## config.mk

```make
export PLATFORM = sky130hd
export DESIGN_NAME = dmem_ctrl
export DESIGN_NICKNAME = d
export VERILOG_FILES = /design/src/rtl/dmem_ctrl_pkg.sv /design/src/rtl/rr_arbiter2.sv /design/src/rtl/dmem_ctrl.sv
export SDC_FILE = /design/constraint.sdc
export NUM_CORES = 1
export LEC_CHECK = 0
export ABC_AREA = 0
export CAP_MARGIN = 25
export CORE_MARGIN = 2
export CORE_UTILIZATION = 50
export CTS_CLUSTER_DIAMETER = 50
export CTS_CLUSTER_SIZE = 14
export DETAILED_ROUTE_END_ITERATION = 10
export GPL_ROUTABILITY_DRIVEN = 0
export GPL_TIMING_DRIVEN = 0
export HOLD_SLACK_MARGIN = 0.03
export PLACE_DENSITY = 0.86
export SLEW_MARGIN = 20
export SYNTH_ARGS = -nofsm -noshare
export SYNTH_HDL_FRONTEND = slang
export SYNTH_SLANG_ARGS = --single-unit
```

## constraint.sdc

```tcl
create_clock -name clock -period 8.4 [get_ports clock]
set_input_delay 1.68 -clock clock [delete_from_list [all_inputs] [get_ports clock]]
set_output_delay 1.68 -clock clock [all_outputs]
set_load 0.02 [all_outputs]
```

## src/rtl/dmem_ctrl_pkg.sv

```systemverilog
// Shared types for the data-memory controller: FSM states, access sizes,
// requester ids and the size-to-beat-count helper.
// No ports; imported by dmem_ctrl and rr_arbiter2.
package dmem_ctrl_pkg;

  typedef enum logic [1:0] {
    IDLE   = 2'd0,
    ACCESS = 2'd1,
    FINISH = 2'd2
  } state_t;

  typedef enum logic [1:0] {
    SZ_BYTE = 2'b00,
    SZ_HALF = 2'b01,
    SZ_WORD = 2'b10
  } size_t;

  typedef enum logic {
    REQ_CPU = 1'b0,
    REQ_DBG = 1'b1
  } req_id_t;

  // Encoding 2'b11 is not a legal size and falls through to a full word.
  function automatic logic [2:0] size_to_beats(input logic [1:0] sz);
    case (sz)
      SZ_BYTE: size_to_beats = 3'd1;
      SZ_HALF: size_to_beats = 3'd2;
      default: size_to_beats = 3'd4;
    endcase
  endfunction

endpackage

```

## src/rtl/rr_arbiter2.sv

```systemverilog
// Two-way round-robin arbiter; grant is combinational from the requests.
// Latency: 0 cycles (grant), pointer moves on the edge a grant is accepted.
// Backpressure: pointer holds until i_accept, so an unaccepted grant is not consumed.
// Ports: i_clk/i_rst clock and sync reset, i_req_cpu/i_req_dbg requests,
//        i_accept consumer takes the grant, o_grant_vld/o_grant (0=cpu,1=dbg).
module rr_arbiter2
  import dmem_ctrl_pkg::*;
(
  input  logic i_clk,
  input  logic i_rst,
  input  logic i_req_cpu,
  input  logic i_req_dbg,
  input  logic i_accept,
  output logic o_grant_vld,
  output logic o_grant
);

  // Requester favoured on a tie; the one not granted last time.
  logic r_prio;

  always_comb begin
    o_grant_vld = i_req_cpu | i_req_dbg;
    if (i_req_cpu && i_req_dbg) begin
      o_grant = r_prio;
    end else if (i_req_dbg) begin
      o_grant = REQ_DBG;
    end else begin
      o_grant = REQ_CPU;
    end
  end

  always_ff @(posedge i_clk) begin
    if (i_rst) begin
      r_prio <= REQ_CPU;
    end else if (i_accept && o_grant_vld) begin
      r_prio <= ~o_grant;
    end
  end

endmodule

```

## src/rtl/dmem_ctrl.sv

```systemverilog
// Arbitrates cpu/dbg ports onto a byte-wide sync memory, one byte beat per cycle.
// Latency: ack at t+1+nbeats after the IDLE sample (byte 2, half 3, word 4+1 cycles).
// Backpressure: requester holds req until its one-cycle ack; cpu_stall covers the wait.
// Ports: clock/reset; cpu_* and dbg_* request ports (req/we/size/addr/wdata in,
//        ack/rdata out); cpu_stall; mem_addr/mem_we/mem_wdata out, mem_rdata in.
module dmem_ctrl
  import dmem_ctrl_pkg::*;
#(
  parameter int ADDR_W = 10
) (
  input  logic              clock,
  input  logic              reset,
  input  logic              cpu_req,
  input  logic              cpu_we,
  input  logic [1:0]        cpu_size,
  input  logic [ADDR_W-1:0] cpu_addr,
  input  logic [31:0]       cpu_wdata,
  output logic              cpu_ack,
  output logic [31:0]       cpu_rdata,
  output logic              cpu_stall,
  input  logic              dbg_req,
  input  logic              dbg_we,
  input  logic [1:0]        dbg_size,
  input  logic [ADDR_W-1:0] dbg_addr,
  input  logic [31:0]       dbg_wdata,
  output logic              dbg_ack,
  output logic [31:0]       dbg_rdata,
  output logic [ADDR_W-1:0] mem_addr,
  output logic              mem_we,
  output logic [7:0]        mem_wdata,
  input  logic [7:0]        mem_rdata
);

  state_t            r_state;
  logic              r_owner;
  logic              r_we;
  logic [2:0]        r_nbeats;
  logic [2:0]        r_beat;
  logic [ADDR_W-1:0] r_base;
  logic [31:0]       r_wdata;
  logic [31:0]       r_rbuf;
  logic              r_cpu_ack;
  logic              r_dbg_ack;
  logic [ADDR_W-1:0] r_mem_addr;
  logic              r_mem_we;
  logic [7:0]        r_mem_wdata;

  logic              w_gnt_vld;
  logic              w_gnt;
  logic              w_accept;
  logic              w_sel_we;
  logic [1:0]        w_sel_size;
  logic [ADDR_W-1:0] w_sel_addr;
  logic [31:0]       w_sel_wdata;
  logic [2:0]        w_beat_nxt;
  logic [ADDR_W-1:0] w_addr_nxt;
  logic              w_last;
  logic [1:0]        w_prev_idx;
  logic [31:0]       w_rdata_fin;

  assign w_accept = (r_state == IDLE);

  rr_arbiter2 u_arb (
    .i_clk       (clock),
    .i_rst       (reset),
    .i_req_cpu   (cpu_req),
    .i_req_dbg   (dbg_req),
    .i_accept    (w_accept),
    .o_grant_vld (w_gnt_vld),
    .o_grant     (w_gnt)
  );

  always_comb begin
    if (w_gnt == REQ_DBG) begin
      w_sel_we    = dbg_we;
      w_sel_size  = dbg_size;
      w_sel_addr  = dbg_addr;
      w_sel_wdata = dbg_wdata;
    end else begin
      w_sel_we    = cpu_we;
      w_sel_size  = cpu_size;
      w_sel_addr  = cpu_addr;
      w_sel_wdata = cpu_wdata;
    end
  end

  assign w_beat_nxt = r_beat + 3'd1;
  // Address arithmetic is deliberately truncated so a burst wraps at the top of memory.
  assign w_addr_nxt = r_base + ADDR_W'(w_beat_nxt);
  assign w_last     = (r_beat == r_nbeats - 3'd1);
  // Sync memory: the byte on mem_rdata belongs to the address of the previous beat.
  assign w_prev_idx = r_beat[1:0] - 2'd1;

  // The last load byte arrives during FINISH, so it is merged here rather than buffered.
  always_comb begin
    w_rdata_fin = r_rbuf;
    case (r_nbeats)
      3'd1:    w_rdata_fin[7:0]   = mem_rdata;
      3'd2:    w_rdata_fin[15:8]  = mem_rdata;
      default: w_rdata_fin[31:24] = mem_rdata;
    endcase
  end

  always_ff @(posedge clock) begin
    if (reset) begin
      r_state     <= IDLE;
      r_owner     <= REQ_CPU;
      r_we        <= 1'b0;
      r_nbeats    <= 3'd0;
      r_beat      <= 3'd0;
      r_base      <= '0;
      r_wdata     <= 32'd0;
      r_rbuf      <= 32'd0;
      r_cpu_ack   <= 1'b0;
      r_dbg_ack   <= 1'b0;
      r_mem_addr  <= '0;
      r_mem_we    <= 1'b0;
      r_mem_wdata <= 8'd0;
    end else begin
      case (r_state)
        IDLE: begin
          r_cpu_ack <= 1'b0;
          r_dbg_ack <= 1'b0;
          if (w_gnt_vld) begin
            r_owner     <= w_gnt;
            r_we        <= w_sel_we;
            r_nbeats    <= size_to_beats(w_sel_size);
            r_beat      <= 3'd0;
            r_base      <= w_sel_addr;
            r_wdata     <= w_sel_wdata;
            r_rbuf      <= 32'd0;
            // Beat 0 is presented on the memory port as ACCESS is entered.
            r_mem_addr  <= w_sel_addr;
            r_mem_we    <= w_sel_we;
            r_mem_wdata <= w_sel_wdata[7:0];
            r_state     <= ACCESS;
          end
        end
        ACCESS: begin
          if (!r_we && (r_beat != 3'd0)) begin
            r_rbuf[{w_prev_idx, 3'b000} +: 8] <= mem_rdata;
          end
          if (w_last) begin
            r_mem_we <= 1'b0;
            if (r_owner == REQ_DBG) begin
              r_dbg_ack <= 1'b1;
            end else begin
              r_cpu_ack <= 1'b1;
            end
            r_state <= FINISH;
          end else begin
            r_beat      <= w_beat_nxt;
            r_mem_addr  <= w_addr_nxt;
            r_mem_wdata <= r_wdata[{w_beat_nxt[1:0], 3'b000} +: 8];
          end
        end
        default: begin
          r_cpu_ack <= 1'b0;
          r_dbg_ack <= 1'b0;
          r_state   <= IDLE;
        end
      endcase
    end
  end

  assign cpu_ack   = r_cpu_ack;
  assign dbg_ack   = r_dbg_ack;
  assign cpu_rdata = (r_cpu_ack && !r_we) ? w_rdata_fin : 32'd0;
  assign dbg_rdata = (r_dbg_ack && !r_we) ? w_rdata_fin : 32'd0;
  assign cpu_stall = cpu_req & ~cpu_ack;
  assign mem_addr  = r_mem_addr;
  // Gated by reset so an in-flight beat is not written on the cycle reset is seen.
  assign mem_we    = r_mem_we & ~reset;
  assign mem_wdata = r_mem_wdata;

endmodule

```

==> impl_metrics.yaml <==
yosys:
  syn_area_per_cell_um2: 8.686
  synth-simple-area-share_pct: 19.58
  ys_types: 47
  synth_cells: 659
  synth.top_cell.area_share_pct: 37.07
  synth_area_mm2: 0.005724
  ys_seq_elements: 106
  yosysSeqAreaShare_pct: 37.07
  synthAdderAreaFrac_pct: 2.754
  async_flop_share_pct: 0
  synthTopCellsByArea: "dfxtp_1, mux2i_1, nor2_1, a211oi_1, mux4_2"
  synth_top_area_cell: "dfxtp_1"
  synth_top_family_by_area: "simple AND/OR/NAND/NOR gates"
  synthXorXnorAreaFrac_pct: 1.770
  synth_compound_area_share_pct: 14.89
  ys.flop_type: "dfxtp_1"
  synth_edf_count: 0
  synthMuxAreaShare_pct: 19.08
  yosysWarnings: 0
  synth_fp_nets: 773
cts:
  hold_buffers: 0
  cts_buffer_depth: 2
  htreeDepth: 3
  cts_setup_buffers: 0
  post_cts_resized: 0
  cts_root_buf: "clkbuf_16"
  cts_tree: "yes"
  cts_sinks: 106
  clkTransAtPathRegs_ps: 70
  cts_buffers: 9
  clk_latency_ps: 340
worst_hold_path:
  hold_path.class: "reg -> reg"
global_route:
  grt_first_pass_wirelength_um: 28430
  grt_start_max_net_pins: 17
  grt-ovfl-total: 0
  grt_use_total_pct: 28.02
  antenna_found_initial: 0
  grt_pass1_vias: 5846
timing:
  period_needed_ps: 4948
  hold_viol: 0
  fin_crit_sh_pct: 58.90
  tightest_slew_ps: 965.0
  fin_worst_skew_ps: 8.540
  fin_ws_ps: 3452
  setup_tns_ps: 0
  slew_viol_final: 0
  maxSlewHeadroom_pct: 35.17
  fmaxAchievable_mhz: 202.1
  rsz0062_at_grt: "false"
  setup_viol: 0
flow_run:
  cap_violations: 0
cells_and_area:
  syn2layout_area_growth_pct: 41.27
  multi_input_area_mm2: 0.003324
  post-route-util_pct: 71.74
  finalInstanceArea_mm2: 0.008087
  final_nets: 970
  seq_area_mm2: 0.002122
  final_layout_size_suffix_gt1_share_pct: 5.459
  fillers: 843
  antenna_cells: 0
floorplanning:
  coreArea_mm2: 0.01127
  initial_core_util_pct: 50.78
  dieArea_mm2: 0.01232
  die_x_um: 111.0
  io_pins: 188
  fp-row-count: 39
  die_h_um: 111.0
worst_setup_path:
  crit_top_cell: "clkdlybuf4s50_1"
  slowest_delay_ps: 630
  worstSetupPathType: "in -> out"
  crit_slowest_cell: "clkdlybuf4s50_1"
  endpoint_kind: "primary output"
  worstPathArrival_ps: 3270
  crit_chain: "clkdlybuf4s50_1 -> mux2i_1 -> nor2_1 -> clkdlybuf4s50_1"
  startpoint_type: "input port"
  cp.required_ps: 6720
  crit_fanout: 5
run_status:
  outcome: "completed"
drt:
  drc: 0
  wirelength_um: 17540
  first_iter_violations: 423
  first_pass_iters: 5
  wl_per_cell_um: 17.47
  post_drt_via_cell_ratio: 5.710
  num_vias: 5733
  ant_nets: 0
place:
  dp_hpwl_um: 13350
  place_ws_ps: 3482
  place_area_mm2: 0.007765
  io_buffers: 186
power:
  power_density_mw_per_mm2: 168.1
  irDropWorstVdd_mv: 0.1065
  p_leak_uw: 0.003272
## placed cells by master (no fill, tap or decap), drive strengths merged, types with 9 or more instances in the layout
cell type	netlist	layout
nor2	161	161
and2	17	17
nand2	27	27
a21oi	22	22
a211oi	41	41
ha	11	11
nand2b	14	14
o211ai	10	10
dfxtp	106	106
nor2b	9	9
buf	21	21
clkbuf	29	41
clkdlybuf4s50	0	186
inv	11	11
o21ai	9	9
mux2i	90	90
o211a	9	9
## Yosys cell counts, types with 10 or more instances
| cell type | number |
|---|---|
| nor2_1 | 159 |
| dfxtp_1 | 106 |
| mux2i_1 | 90 |
| a211oi_1 | 41 |
| clkbuf_1 | 29 |
| nand2_1 | 27 |
| a21oi_1 | 21 |
| and2_1 | 17 |
| nand2b_1 | 14 |
| ha_1 | 11 |
| inv_1 | 11 |
| o211ai_1 | 10 |
## metrics by stage
step,hold WS (ps),total power [µW],instances
after floorplan,453.0,774.3,659
after global placement,445.2,896.5,988
after detailed placement,451.5,908.4,988
after CTS,463.8,1354,1004
after global routing,488.3,1409,1004
final,465.8,1359,1004
## final timing paths
| kind | slack, ps | cells after the start | startpoint | end |
|---|---|---|---|---|
| max | 3450 | 4 | mem_rdata[2] | cpu_rdata[10] |
| min | 470 | 2 | mem_addr[8] | mem_addr[8] |
| max reg2reg | 4690 | 11 | r_beat[0] | mem_addr[6] |
| min reg2reg | 470 | 2 | mem_addr[8] | mem_addr[8] |
## critical path, delay by kind of cell
family | cells | cell delay [ps]
muxes | 1 | 180
and+or+nand+nor | 1 | 160
buffers and inverters | 2 | 1250
## registers in the layout, indices dropped and copies added (netlist names), 2 cells and up
| signal | cells |
|---|---|
| r_nbeats | 3 |
| r_wdata | 32 |
| r_beat | 3 |
| r_state | 2 |
| mem_wdata | 8 |
| r_rbuf | 32 |
| mem_addr | 10 |
| r_base | 10 |
## final cells by class
class	instances	area share, %
clock inverter	4	0.9284
multi-input combinational	492	41.11
clock buffer	12	3.048
timing repair buffer	186	23.02
inverter	11	0.5106
sequential	106	26.24
tap	143	2.213
buffer	50	2.924
## kinds of logic after synthesis
kind of cell               count (synthesis)
muxes                                     99
AOI/OAI and AO/OA                        117
and+or+nand+nor                          254
DFF                                      106
buffers and inverters                     61
xor gates and xnor gates                  10
adders and majority gates                 12
## report_power, final
group	total [µW]	switching [µW]	internal (µW)	leakage (µW)
clock	454	184	270	0.000149
sequential	573	31.2	542	0.000871
combinational	332	174	159	0.00225
## routing by layer
metal,vias to the layer above,wire length (µm),track usage [%]
met5,-,0,0
met4,0,427,10.67
met3,34,1337,5.413
met2,296,8619,49.41
met1,2706,7151,33.78
li1,2697,-,-
Power figures use the tool's default switching activity.
